<file path="config.mk">
export PLATFORM = sky130hd
export DESIGN_NAME = imem_arbiter
export DESIGN_NICKNAME = d
export VERILOG_FILES = /design/src/rtl/imem_pkg.sv /design/src/rtl/rr_arb2.sv /design/src/rtl/imem_arbiter.sv
export SDC_FILE = /design/constraint.sdc
export NUM_CORES = 1
export LEC_CHECK = 0
export CORE_AREA = 3 3 104 106
export CTS_CLUSTER_DIAMETER = 120
export CTS_CLUSTER_SIZE = 24
export DETAILED_ROUTE_END_ITERATION = 6
export DIE_AREA = 0 0 107 109
export DONT_BUFFER_PORTS = 1
export RECOVER_POWER = 25
export SLEW_MARGIN = 20
export SYNTH_ARGS = -nofsm -noshare
export SYNTH_HDL_FRONTEND = slang
export SYNTH_SLANG_ARGS = --single-unit
</file>
<file path="constraint.sdc">
create_clock -name clk -period 1.5 [get_ports clk]
set_input_delay 0.3 -clock clk [delete_from_list [all_inputs] [get_ports clk]]
set_output_delay 0.3 -clock clk [all_outputs]
set_load 0.02 [all_outputs]
</file>
<file path="src/rtl/imem_pkg.sv">
// Shared types for the instruction-memory arbiter: FSM states and requester ids.
// Used by imem_arbiter and rr_arb2.
package imem_pkg;

    typedef enum logic {
        IDLE   = 1'b0,
        LOCKED = 1'b1
    } arb_state_e;

    localparam logic REQ_FETCH  = 1'b0;
    localparam logic REQ_LOADER = 1'b1;

endpackage

</file>
<file path="src/rtl/rr_arb2.sv">
// Two-way round-robin grant: a lone request wins outright, a tie goes to the
// requester that did not win last time. Grant is one-hot (bit 0 fetch, bit 1 loader).
module rr_arb2
    import imem_pkg::*;
(
    input  logic [1:0] i_req,
    input  logic       i_last_gnt,
    output logic [1:0] o_gnt
);

    always_comb begin
        o_gnt = 2'b00;
        if (i_req[REQ_FETCH] && i_req[REQ_LOADER]) begin
            if (i_last_gnt == REQ_LOADER) begin
                o_gnt[REQ_FETCH] = 1'b1;
            end else begin
                o_gnt[REQ_LOADER] = 1'b1;
            end
        end else begin
            o_gnt = i_req;
        end
    end

endmodule

</file>
<file path="src/rtl/imem_arbiter.sv">
// Arbitrates a fetch port and a loader port onto one single-cycle-read memory.
// Define IMEM_ARB_LOCK_EN to add l_lock, which holds the memory for loader bursts.
module imem_arbiter
    import imem_pkg::*;
#(
    parameter int ADDR_W = 32,
    parameter int DATA_W = 32
) (
    input  logic              clk,
    input  logic              rst,
    // fetch side
    input  logic              f_req,
    input  logic [ADDR_W-1:0] f_addr,
    output logic              f_gnt,
    output logic              f_rvalid,
    output logic [DATA_W-1:0] f_rdata,
    // loader side
    input  logic              l_req,
    input  logic              l_we,
    input  logic [ADDR_W-1:0] l_addr,
    input  logic [DATA_W-1:0] l_wdata,
    output logic              l_gnt,
    output logic              l_rvalid,
    output logic [DATA_W-1:0] l_rdata,
`ifdef IMEM_ARB_LOCK_EN
    input  logic              l_lock,
`endif
    // memory side
    output logic              m_en,
    output logic              m_we,
    output logic [ADDR_W-1:0] m_addr,
    output logic [DATA_W-1:0] m_wdata,
    input  logic [DATA_W-1:0] m_rdata,
    // debug
    output arb_state_e        o_dbg_state
);

    // Handshake: a request is accepted in the cycle where req=1 and gnt=1; the
    // requester holds req/addr/data stable until then. The accepted access's
    // response appears as a one-cycle rvalid pulse on the following cycle.

    arb_state_e        r_state;
    logic              r_last_gnt;
    logic              r_f_rvalid;
    logic              r_l_rvalid;
    logic [DATA_W-1:0] r_f_rdata;
    logic [DATA_W-1:0] r_l_rdata;

    logic [1:0]        w_rr_gnt;
    logic              w_lock_hold;
    logic              w_f_acc;
    logic              w_l_acc;
    logic              w_any_acc;

`ifdef IMEM_ARB_LOCK_EN
    assign w_lock_hold = (r_state == LOCKED) && l_lock;
`else
    assign w_lock_hold = 1'b0;
`endif

    rr_arb2 u_rr_arb2 (
        .i_req      ({l_req, f_req}),
        .i_last_gnt (r_last_gnt),
        .o_gnt      (w_rr_gnt)
    );

    always_comb begin
        w_f_acc = 1'b0;
        w_l_acc = 1'b0;
        if (rst) begin
            if (w_lock_hold) begin
                w_l_acc = l_req;
            end else begin
                w_f_acc = w_rr_gnt[REQ_FETCH];
                w_l_acc = w_rr_gnt[REQ_LOADER];
            end
        end
    end

    assign w_any_acc = w_f_acc | w_l_acc;
    assign f_gnt     = w_f_acc;
    assign l_gnt     = w_l_acc;
    assign m_en      = w_any_acc;
    assign m_we      = w_l_acc & l_we;
    assign m_addr    = w_f_acc ? f_addr : (w_l_acc ? l_addr : '0);
    assign m_wdata   = w_any_acc ? l_wdata : '0;

    always_ff @(posedge clk) begin
        if (!rst) begin
            r_state    <= IDLE;
            r_last_gnt <= REQ_LOADER;
            r_f_rvalid <= 1'b0;
            r_l_rvalid <= 1'b0;
            r_f_rdata  <= '0;
            r_l_rdata  <= '0;
        end else begin
            r_f_rvalid <= w_f_acc;
            r_l_rvalid <= w_l_acc;
            if (w_f_acc) begin
                r_f_rdata <= m_rdata;
            end
            // A write is acknowledged with zero data rather than the old contents.
            if (w_l_acc) begin
                r_l_rdata <= l_we ? '0 : m_rdata;
            end
            if (w_f_acc) begin
                r_last_gnt <= REQ_FETCH;
            end else if (w_l_acc) begin
                r_last_gnt <= REQ_LOADER;
            end
`ifdef IMEM_ARB_LOCK_EN
            case (r_state)
                IDLE:    if (w_l_acc && l_lock) r_state <= LOCKED;
                LOCKED:  if (!l_lock) r_state <= IDLE;
                default: r_state <= IDLE;
            endcase
`else
            r_state <= IDLE;
`endif
        end
    end

    // Masking with rst drops a response that was due in the first reset cycle.
    assign f_rvalid    = r_f_rvalid & rst;
    assign l_rvalid    = r_l_rvalid & rst;
    assign f_rdata     = rst ? r_f_rdata : '0;
    assign l_rdata     = rst ? r_l_rdata : '0;
    assign o_dbg_state = r_state;

endmodule

</file>
Word level (Yosys, flattened, before mapping) --
Cells that the tools add are included.
Word-level totals: flip-flop bits (word level) 67, bits of input ports 133, output and inout port bits 135, logic and storage cells 24
Cells by class: muxes and demuxes 13, bitwise gates (word level) 4, reduce and logical (&&, ||, !) cells 2
Operators with widths (number):
- $mux 32 | 6
- $mux 1 | 6
- $and 1x1->1 | 3
- $mux 2 | 1
- $reduce_bool 2->1 | 1
- $logic_and 1x1->1 | 1
- $or 1x1->1 | 1

Logic depth before layout (Yosys ltp) --
Gate-level depths: netlist of run 1.
depth after elaboration 5, mapped depth 5, gate-level depth less buffers 3

Cells and area by module --
From an unflattened synthesis of run 1, not the netlist that was laid out.
Unflattened totals: cell total of the unflattened synthesis 413, area, all modules 3490.8 µm²
By module, submodules not included:
- imem_arbiter | times used 1, cells an instance 410, area an instance 3472.1 µm², sequential area each 1341.3 µm²
- rr_arb2 | times used 1, cells an instance 3, area an instance 18.8 µm², sequential area each 0.0 µm²

Worst setup path after synthesis of run 1 --
OpenSTA, ideal clock, no wires.
path kind register to output, start point register r_last_gnt, end point output port m_addr[22], arrival 1.251 ns, data required time 1.200 ns, path slack -0.051 ns, stages on the path, launching flop included 6, buffers on the path 2, path through dfxtp_1 nand2b_4 and3_4 buf_6 buf_4 a22o_1
Between the ends: elaborated cells on any way between the ends 7, those cells by class 7 x mux
RTL lines:
- from (decl) | RTL line imem_arbiter.sv:43 | logic r_last_gnt;
- from (signal assigned) | RTL line imem_arbiter.sv:91 | r_last_gnt <= REQ_LOADER;
- from (signal assigned) | RTL line imem_arbiter.sv:107 | r_last_gnt <= REQ_FETCH;
- from (signal assigned) | RTL line imem_arbiter.sv:109 | r_last_gnt <= REQ_LOADER;
- $mux 1 | RTL line rr_arb2.sv:14 | if (i_last_gnt == REQ_LOADER) begin
- $mux 2 | RTL line rr_arb2.sv:13 | if (i_req[REQ_FETCH] && i_req[REQ_LOADER]) begin
- $mux 1 | RTL line imem_arbiter.sv:70 | if (rst) begin
- via f_gnt | RTL line imem_arbiter.sv:14 | output logic f_gnt,
- $mux 32 | RTL line imem_arbiter.sv:85 | assign m_addr = w_f_acc ? f_addr : (w_l_acc ? l_addr : '0);
- to (decl) | RTL line imem_arbiter.sv:31 | output logic [ADDR_W-1:0] m_addr,
The timed path passes the listed nets, and every way through them passes these cells.

Final worst setup path of run 1 --
start point register r_last_gnt, end point output port m_addr[16]
Between the ends: longest elaborated chain between the ends 5, elaborated cells on any way between the ends 7, those cells by class 7 x mux
RTL lines (RTL line):
- $mux 1 | rr_arb2.sv:14
- $mux 2 (*) | rr_arb2.sv:13
- $mux 1 | imem_arbiter.sv:70
- $mux 32 | imem_arbiter.sv:85
- $mux 32 (*) | imem_arbiter.sv:85
Mark *: on every way between the ends. The rest lies on a longest branch, timed or not.

==> summary.md, run 1 <==
| Metric | Value |
|---|---|
| Status | `finished, violations left` |
| Failing checks | `setup timing` |
| Async S/R FF share, synth | `0%` |
| Worst setup EP type | `primary output` |
| GRT overflow | `0` |
| Row count | `36` |
| Largest net degree at the start of global routing | `72` |
| Port buffer count | `0` |
| Final hold slack | `51.1 ps` |
| Via/cell ratio | `5.09` |
| Dpl cells | `~460` |
| Syn_area_per_cell | `between 10 and 15 sq um` |
| Multi-input logic area | `2300 sq um` |
| Full die area | `about 12000 sq um` |
| Yosys cell types | `24` |
| GP Congestion | `just under 0.9` |
| Die H | `109 microns` |
| Syn nets | `465` |
| Fillers | `877` |
| Total Routed Length | `11900 microns` |
| Sink Count | `67` |
| Worst-skew pair later-pin latency | `about 350 ps` |
| Critical-path top delay cell | `dfxtp_2` |
| Maximum VDD drop | `0.639 mV` |
| Post-synth top area cell | `dfxtp_1` |
| Crit path max fanout | `9` |
| Post-synthesis sequential area ratio | `between 30% and 40%` |
| First-pass GRT wire length | `roughly 16000 microns` |
| Max clock buf depth | `2` |
| Ports | `268` |
| Post-synth top area share | `around 39%` |
| Combinational family with the most area after synthesis | `simple AND/OR/NAND/NOR gates` |
| Crit path kind | `register to primary output` |
| Hold Path Class | `input port to register` |
| Layout cells sized above 1 | `42.4%` |
| Worst-path cell chain | `nand2b_4, and3_4, buf_16, a22o_4` |
| Critical path depth in cells | `4` |
| Clock-pin transition on the worst setup and hold timing paths | `80 ps` |
| GRT Util Overall | `a little under a fifth` |
| Most common flop cell mapped by yosys | `dfxtp_1` |
| Slew Viols, Final | `0` |
| Crit path buffers/inverters | `1` |
| Leakage | `0.00207 uW` |
| Area delta synth->final | `36.2%` |
| Crit path time final | `1810 ps` |
| Root buffer cell | `clkbuf_8` |
| PD cells | `983 nW/um^2` |
| Initial cell density of the core | `35.3%` |
| Synth top area cells | `dfxtp_1, and2_1, mux2_2` |
| Core area | `9860 sq um` |
| Final setup vio count | `88` |
| Fin crit share | `120%` |
| Synth Area in XOR/XNOR | `0%` |
| Worst Setup Slack, final | `-305 ps` |
| Final #Nets | `491` |
| Final HPWL from detailed placement | `7670 microns` |
| Fin. Hold Viols | `0` |
| Hold path depth | `1` |
| CTS tree | `built` |
| Mux cell area share after synthesis | `22.5%` |
| Max-Cap Viols | `0` |
| DRT iter0 DRCs | `103` |
| # H-tree levels | `3` |
| Post-synthesis compound-gate area fraction | `8.66%` |
| Pre-antenna DRT Iters | `4` |
| Crit start category | `register` |
| Crit path largest cell delay | `330 ps` |
| CP top delay family | `simple AND/OR/NAND/NOR gates` |
| Fin Setup TNS | `-14580 ps` |
| Post-synthesis register bit count | `67` |
| Die X | `between 100 and 150 microns` |
| Number of global-route vias before repair | `2660` |
| Worst Path Required | `around 1200 ps` |
| Detail Route Antenna Nets | `0` |
| Routed vias | `2551` |
| Mapped cell area | `~3500 sq um` |
| Sequential standard cell area | `1340 sq um` |
| Synthesized netlist cell count | `332` |
| Top achievable clock speed | `between 0.5 and 0.6 GHz` |
| Arrival time of the worst setup path | `1510 ps` |
| EDFF count, synth | `0` |
| Post-Layout Cell Count | `501` |
| Number of CTS-inserted buffers | `9` |
| Most frequent cell after synthesis | `and2_1` |
| Initial antenna violation count | `5` |
| # DRC | `0` |
| Synth Area in Adders | `0%` |
| RSZ-0062 raised after global routing | `yes` |
| FF-to-FF path depth | `8` |
| Wire per inst | `roughly 24 microns` |
| Simple-Gate Fraction of Synth Area | `24.9%` |
| Final clock skew | `10.1 ps` |
| Commonest cells post-synth | `and2_1, dfxtp_1, mux2_2` |
| Ys Warns | `0` |
[path summary, 6_finish.rpt]
path,to,start,slack (ps)
worst max-delay path,m_addr[16],r_last_gnt,-310
worst min register to register,r_l_rvalid,r_last_gnt,640
worst max register to register,r_l_rdata[4],r_last_gnt,-210
worst min-delay path,r_last_gnt,rst,50
[cell families (layout without fill, tap and decap cells)]
family,count (synthesis),count (layout)
other,1,6
muxes,64,64
AOI/OAI and AO/OA,35,35
and+or+nand+nor,137,137
DFF,67,67
buffers and inverters,28,59
[cells in the final DEF, fill, tap and decap left out, types with 2 or more instances in the layout]
cell       netlist  final
buf_12           0     12
and2_1          99     98
buf_16           0      6
a22o_4           0     32
bufinv_16        0      2
clkbuf_16        0      2
inv_6            0      2
buf_4            8      9
buf_6            4     10
clkbuf_8         0      9
mux2_2          41     26
dfxtp_1         67     66
nor2b_1         32     32
buf_8            1      4
mux2_1           6      6
diode_2          0      5
mux2_4          17     32
[per-stage QoR]
| step | area [sq um] | setup slack [ps] | util (%) | total power, uW |
|---|---|---|---|---|
| 2_1_floorplan | 3660 | -21.7 | - | 2670 |
| 3_3_place_gp | 3850 | 6.71 | 39.0 | 2740 |
| 3_5_place_dp | 3850 | -16.3 | 39.0 | 2750 |
| 5_1_grt | 4740 | -366 | 48.1 | 4880 |
| 6_report | 4740 | -305 | 48.1 | 4660 |
| 4_1_cts | 4520 | -330 | 45.8 | 4670 |
[flip-flops by register name, indices dropped and copies added (netlist names)]
name	count
r_f_rdata	32
r_l_rdata	32
r_f_rvalid	1
r_l_rvalid	1
r_last_gnt	1
[power by group]
group	total (uW)	leakage (uW)	switching (uW)	internal, uW
Combinational	1040	0.00141	521	517
Sequential	1910	0.000550	20.2	1890
Clock	1720	0.000110	770	947
[area by class of cell]
type	instances	share of cell area, %
clock inverters	7	2.08
flip-flops and latches	67	28.3
multi-input cells	237	48.5
diodes	5	0.264
well taps	133	3.51
clock buffers	9	2.61
repair buffers	43	14.7
[layer usage]
metal  GRT usage, %  vias to the layer above  wire, microns
met2           32.9                      133           6170
met1           19.5                     1215           4270
met5              0                        -              0
met3           6.69                       24            948
li1               -                     1179              -
met4           10.7                        0            463
[what timing repair did]
action | in CTS | in global routing
hold buffers | 0 | 0
pin swaps | 14 | 4
gates resized for setup | 44 | 27
setup endpoints to repair | 62 | 98
buffers inserted | 12 | 6
cloned | 6 | 3
No activity file was read; power rests on OpenSTA's default activity.
==> inputs of run 2 (changes only) <==
ABC_CLOCK_PERIOD_IN_PS = 1500   (was default)
CTS_BUF_LIST = sky130_fd_sc_hd__clkbuf_8   (was default)
REMOVE_ABC_BUFFERS = 1   (was default)
==> run 2 against run 1 <==
  * The flow still finishes with violations (setup timing)
  * Die area did not move
  * Via count barely moved
  * Cell count fell by 2.0%
  * Combinational power fell by 10%
  * Worst hold slack improved by 5.2 ps
  * Global-route usage fell by 0.70 points
  * Core utilization fell by 3.5 points
  * Total power fell by 5.9%
  * Clock-buffer cell count did not move
  * Register-to-register slack improved by 130 ps
  * Critical path type unchanged
==> summary.md, run 2 (same netlist as run 1, synthesis figures left out) <==
| Metric | Value |
|---|---|
| Die H | `109 microns (unchanged)` |
| DRT iter0 DRCs | `172 (+67%)` |
| Maximum VDD drop | `0.439 mV (-31%)` |
| # DRC | `0 (unchanged)` |
| Initial antenna violation count | `5 (unchanged)` |
| Via/cell ratio | `5.19 (+2.0%)` |
| Leakage | `0.00191 uW (-7.5%)` |
| Final setup vio count | `57 (-35%)` |
| GP Congestion | `0.708 (-19%)` |
| Area delta synth->final | `26.3%` |
| Crit start category | `register` |
| Most common cell after layout, fill and taps aside | `and2_1` |
| Worst-path cell chain | `nand2b_4, and3_4, buf_12, a22o_1, buf_6` |
| Crit path buffers/inverters | `2 (+1)` |
| Worst Path Required | `1200 ps (about the same)` |
| Dpl cells | `462 (+1.5%)` |
| Full die area | `11700 sq um (unchanged)` |
| Final #Nets | `484 (-1.4%)` |
| RSZ-0062 raised after global routing | `yes` |
| Fin crit share | `123% (+2.3 points)` |
| Total power | `4390 uW (-5.9%)` |
| CP top delay family | `flip-flops` |
| Final clock skew | `6.61 ps (-3.47 ps)` |
| Post-Layout Cell Count | `491 (-2.0%)` |
| Crit path max fanout | `20 (+11)` |
| GRT Util Overall | `18.1% (-0.70 points)` |
| Status | `finished, violations left` |
| Core area | `9860 sq um (unchanged)` |
| Fin Setup TNS | `-9710 ps (+4870 ps)` |
| First-pass GRT wire length | `15300 microns (-5.5%)` |
| Critical path depth in cells | `5 (+1)` |
| Number of global-route vias before repair | `2555 (-3.9%)` |
| Clock-pin transition on the worst setup and hold timing paths | `80 ps (about the same)` |
| Crit path largest cell delay | `330 ps (about the same)` |
| Total Routed Length | `11700 microns (-1.1%)` |
| Wire per inst | `23.9 microns (+0.95%)` |
| Routed vias | `2550 (-0.039%)` |
| Layout cells sized above 1 | `40.4% (-2.0 points)` |
| GRT overflow | `0 (unchanged)` |
| Max clock buf depth | `2 (unchanged)` |
| Fillers | `927 (+5.7%)` |
| Hold bufs inserted after CTS | `0 (unchanged)` |
| Fin. Hold Viols | `0 (unchanged)` |
| Hold path depth | `1 (unchanged)` |
| Largest net degree at the start of global routing | `72 (unchanged)` |
| Most frequent cells in the layout | `and2_1, dfxtp_1, mux2_2` |
| Root buffer cell | `clkbuf_8` |
| Slew Viols, Final | `0 (unchanged)` |
| Ports | `268 (unchanged)` |
| Crit path kind | `register to primary output` |
| Final HPWL from detailed placement | `8380 microns (+9.2%)` |
| FF-to-FF path depth | `7 (-1)` |
| Failing checks | `setup timing` |
| Sink Count | `67 (unchanged)` |
| Critical-path top delay cell | `dfxtp_2` |
| Hold Path Class | `input port to register` |
| Port buffer count | `0 (unchanged)` |
| Number of CTS-inserted buffers | `9 (unchanged)` |
| Pre-antenna DRT Iters | `4 (unchanged)` |
| Placement Setup Slack | `-4.50 ps (+11.8 ps)` |
| Arrival time of the worst setup path | `1540 ps (+30 ps)` |
| Biggest regs | `r_f_rdata (32), r_l_rdata (32)` |
| CTS tree | `built` |
| # H-tree levels | `3 (unchanged)` |
| Worst-skew pair later-pin latency | `340 ps (about the same)` |
| Max-Cap Viols | `0 (unchanged)` |
| Crit path time final | `1840 ps (+33.8 ps)` |
| Top achievable clock speed | `0.544 GHz (-1.8%)` |
| Detail Route Antenna Nets | `0 (unchanged)` |
| Worst setup EP type | `primary output` |
| Initial cell density of the core | `35.3% (unchanged)` |
| Worst Setup Slack, final | `-339 ps (-33.8 ps)` |
| Row count | `36 (unchanged)` |
| Die X | `107 microns (unchanged)` |
| PD cells | `998 nW/um^2 (+1.5%)` |
==> run 2: cell types whose count changed in the layout (fill, tap and decap cells not counted), moves of 3 or more <==
cell and change:
a22o_4 -10, mux2_2 +7, a22o_2 +6, mux2_4 -6, buf_16 -5, a22o_1 +4
buf_4 +4, diode_2 -3
==> run 2: routing by layer <==
metal	GRT usage (%)	wire [microns]	vias up
met1	17.5	4040	1195
met5	0	0	-
met3	6.69	1170	22
li1	-	-	1158
met4	9.59	332	0
met2	33.3	6180	175
==> run 2: worst paths after layout <==
| check | slack, ps | start | to |
|---|---|---|---|
| setup reg to reg | -80 | r_last_gnt | r_l_rdata[24] |
| setup / recovery | -340 | r_last_gnt | m_addr[26] |
| hold / removal | 60 | f_req | r_l_rvalid |
| hold reg to reg | 550 | r_last_gnt | r_l_rvalid |
==> run 2: cell type report <==
type | instances | area [sq um] | share of cell area [%]
Multi-Input combinational cell | 237 | 2200 | 50.0
Sequential cell | 67 | 1340 | 30.5
Timing Repair Buffer | 36 | 485 | 11.0
Tap cell | 133 | 166 | 3.78
Clock buffer | 9 | 124 | 2.82
Clock inverter | 7 | 75.1 | 1.71
Antenna cell | 2 | 5.00 | 0.114
==> run 2: stage by stage <==
step           utilization, %  area (sq um)  hold WS, ps
6_report                 44.6          4400         56.4
3_3_place_gp             38.0          3750          381
2_1_floorplan               -          3300          372
4_1_cts                  42.2          4160         21.0
3_5_place_dp             38.0          3750          395
5_1_grt                  44.6          4400         47.7
==> run 2: report_power, final <==
part / switching [uW] / internal, uW
clock: 768 / 779
combinational: 495 / 437
sequential: 19.9 / 1890
==> run 2: timing repair <==
| item | CTS | global route |
|---|---|---|
| endpoints found under the setup margin | 39 | 81 |
| resized for setup | 41 | 40 |
| gates cloned | 2 | 1 |
| pin swaps | 4 | 8 |
| endpoints found under the hold margin | 0 | 0 |
| buffers inserted | 8 | 2 |
==> inputs of run 3 (changes only) <==
ABC_CLOCK_PERIOD_IN_PS = 1600   (was 1500)
GPL_TIMING_DRIVEN = 0   (was default)
RECOVER_POWER = 50   (was 25)
clock period = 1.6 ns   (was 1.5 ns; I/O delays follow)
==> run 3 against run 2 <==
  * Design area is 2.4% lower
  * The flow still finishes with violations (setup timing)
  * Wire length hardly changed
  * Clock skew is 1.5 ps higher
  * Setup slack better by 140 ps
  * Total power is 3.7% lower
  * Largest cell class unchanged
  * Global-route usage is 0.54 points higher
  * Core utilization is 1.1 points lower
  * Clock-buffer cell count is 2 higher
  * Flip-flop and latch count stayed put
  * Via count is 0.82% lower
  * Non-clock buffer count is 22 lower
==> summary.md, run 3 (same netlist as run 1, synthesis figures left out) <==
| Metric | Value |
|---|---|
| Status | `finished, violations left` |
| Failing checks | `setup timing` |
| Number of global-route vias before repair | `2498 (-2.2%)` |
| CTS tree | `built` |
| R2R Setup Slk | `-140 ps (-60 ps)` |
| Area after DPL | `3550 sq um (-5.1%)` |
| Final #Nets | `467 (-3.5%)` |
| Post-Layout Cell Count | `471 (-4.1%)` |
| PD cells | `984 nW/um^2 (-1.3%)` |
| Leakage | `0.00185 uW (-3.2%)` |
| Via/cell ratio | `5.37 (+3.4%)` |
| Most frequent cells in the layout | `and2_1, dfxtp_1, mux2_2` |
| Maximum VDD drop | `0.436 mV (-0.70%)` |
| Reg2Reg Capture Point | `r_f_rdata[27]` |
| CP top delay family | `simple AND/OR/NAND/NOR gates` |
| Sink Count | `67 (unchanged)` |
| Fillers | `897 (-3.2%)` |
| Fin Setup TNS | `-7430 ps (+2270 ps)` |
| GRT overflow | `0 (unchanged)` |
| Root buffer cell | `clkbuf_8` |
| Number of diodes | `0 (-2)` |
| Core area | `9860 sq um (unchanged)` |
| Worst R2R Start | `r_last_gnt` |
| RSZ-0062 raised after global routing | `yes` |
| Clock-pin transition on the worst setup and hold timing paths | `70 ps (about the same)` |
| Worst setup EP type | `primary output` |
| Crit path kind | `register to primary output` |
| Slew at the pin closest to its max-slew limit | `approximately 610 ps` |
| Ports | `268 (unchanged)` |
| Utilization after layout | `43.5% (-1.1 points)` |
| Crit path max fanout | `7 (-65%)` |
| Final setup vio count | `64 (+12%)` |
| Most common cell after layout, fill and taps aside | `and2_1` |
| Max clock buf depth | `2 (unchanged)` |
| Crit path buffers/inverters | `0 (-2)` |
| Crit start category | `register` |
| Top achievable clock speed | `0.554 GHz` |
| First-pass GRT wire length | `15700 microns (+2.5%)` |
| Routed vias | `2529 (-0.82%)` |
| Full die area | `11700 sq um (unchanged)` |
| GP Congestion | `0.729 (+2.9%)` |
| Final HPWL from detailed placement | `7600 microns (-9.3%)` |
| Fin crit share | `113%` |
| Initial antenna violation count | `5 (unchanged)` |
| Final Cell Area | `4290 sq um (-2.4%)` |
| Max_slew headroom | `59.5%` |
| Hold Path Class | `input port to register` |
| Critical hold path startpoint | `f_req` |
| Crit path time final | `around 1800 ps` |
| Arrival time of the worst setup path | `1480 ps (-60 ps)` |
| Worst-skew pair later-pin latency | `340 ps (about the same)` |
| Layout cells sized above 1 | `38.5% (-2.0 points)` |
| Biggest regs | `r_f_rdata (32), r_l_rdata (32)` |
| DRT iter0 DRCs | `123 (-28%)` |
| Metal2 WL | `6160 microns (-0.32%)` |
| Port buffer count | `0 (unchanged)` |
| Worst Setup Slack, final | `-204 ps (+135 ps)` |
| Dpl cells | `440 (-4.8%)` |
| Critical-path top delay cell | `dfxtp_4` |
| FF-to-FF path depth | `3 (-4)` |
| Worst Path Required | `1280 ps (+80 ps)` |
| Pre-antenna DRT Iters | `4 (unchanged)` |
| Final clock skew | `8.09 ps (+1.48 ps)` |
| Fin. Hold Viols | `0 (unchanged)` |
| Hold Path End | `r_l_rvalid` |
| Hold bufs inserted after CTS | `0 (unchanged)` |
| Slew Viols, Final | `0 (unchanged)` |
| Total Routed Length | `11700 microns (about the same)` |
| Met3 WL | `1120 microns (-3.9%)` |
| Wire per inst | `24.9 microns (+4.2%)` |
| # DRC | `0 (unchanged)` |
| WL met1 | `4130 microns (+2.1%)` |
| Top sig layer | `met4` |
| Number of CTS-inserted buffers | `9 (unchanged)` |
| GRT Util Overall | `18.6% (+0.54 points)` |
| Worst-path cell chain | `nand2b_4, and3_4, a22o_4` |
| Area delta synth->final | `23.3%` |
| Initial cell density of the core | `35.3% (unchanged)` |
| Die X | `107 microns (unchanged)` |
| Die H | `109 microns (unchanged)` |
| Hold path depth | `1 (unchanged)` |
| Detail Route Antenna Nets | `0 (unchanged)` |
| Max-Cap Viols | `0 (unchanged)` |
| Largest net degree at the start of global routing | `77 (+6.9%)` |
| # H-tree levels | `3 (unchanged)` |
| Row count | `36 (unchanged)` |
| Crit path largest cell delay | `370 ps (+40 ps)` |
-- run 3: cell types whose count changed in the layout (fill, tap and decap cells not counted), moves of 4 or more --
cell,before,now
a22o_1,4,0
a22o_2,6,0
a22o_4,22,32
and3_4,1,6
buf_12,10,1
buf_16,1,5
buf_4,13,6
buf_6,8,0
mux2_2,33,40
mux2_4,26,18
-- run 3: final cells by class --
class                      instances  area [sq um]  area share, %
tap                              133           166           3.88
clock buffer                      11           151           3.53
clock inverter                     4          73.8           1.72
sequential                        67          1350           31.3
timing repair buffer              14           243           5.65
multi-input combinational        242          2310           53.9
-- run 3: timing repair --
item / CTS / global route
endpoints found under the setup margin: 109 / 69
gates resized for setup: 74 / 3
pin swaps: 26 / 13
buffers inserted: 8 / 0
cloned: 8 / 1
-- run 3: routing by layer --
metal	track usage [%]	up-vias
met2	34.8	191
met5	0	-
met3	7.22	26
met1	18.5	1178
li1	-	1134
met4	7.21	0
-- run 3: worst max path at each step --
stage	startpoint	endpoint	slack (ps)	depth (start not counted)
floorplan	r_last_gnt	m_addr[0]	-1290	2
global placement	r_last_gnt	m_addr[23]	-2210	2
finish	r_last_gnt	m_addr[23]	-200	3
global route	r_last_gnt	m_addr[23]	-260	3
CTS	r_last_gnt	m_addr[23]	-230	3
detailed placement	r_last_gnt	m_addr[23]	-610	3
-- run 3: per-stage QoR --
step	total power, uW	worst slack, ps	hold slack (ps)
CTS	4290	-229	37.2
finish	4230	-204	78.6
global placement	2480	-2210	410
floorplan	2390	-1290	392
detailed placement	2510	-614	415
global route	4410	-256	44.2
-- run 3: power by group --
group          leakage [uW]  internal, uW  total (uW)  switching [uW]
clock              0.000115           955        1610             652
combinational       0.00118           367         829             462
sequential         0.000550          1770        1790            20.5
total               0.00185          3090        4230            1130
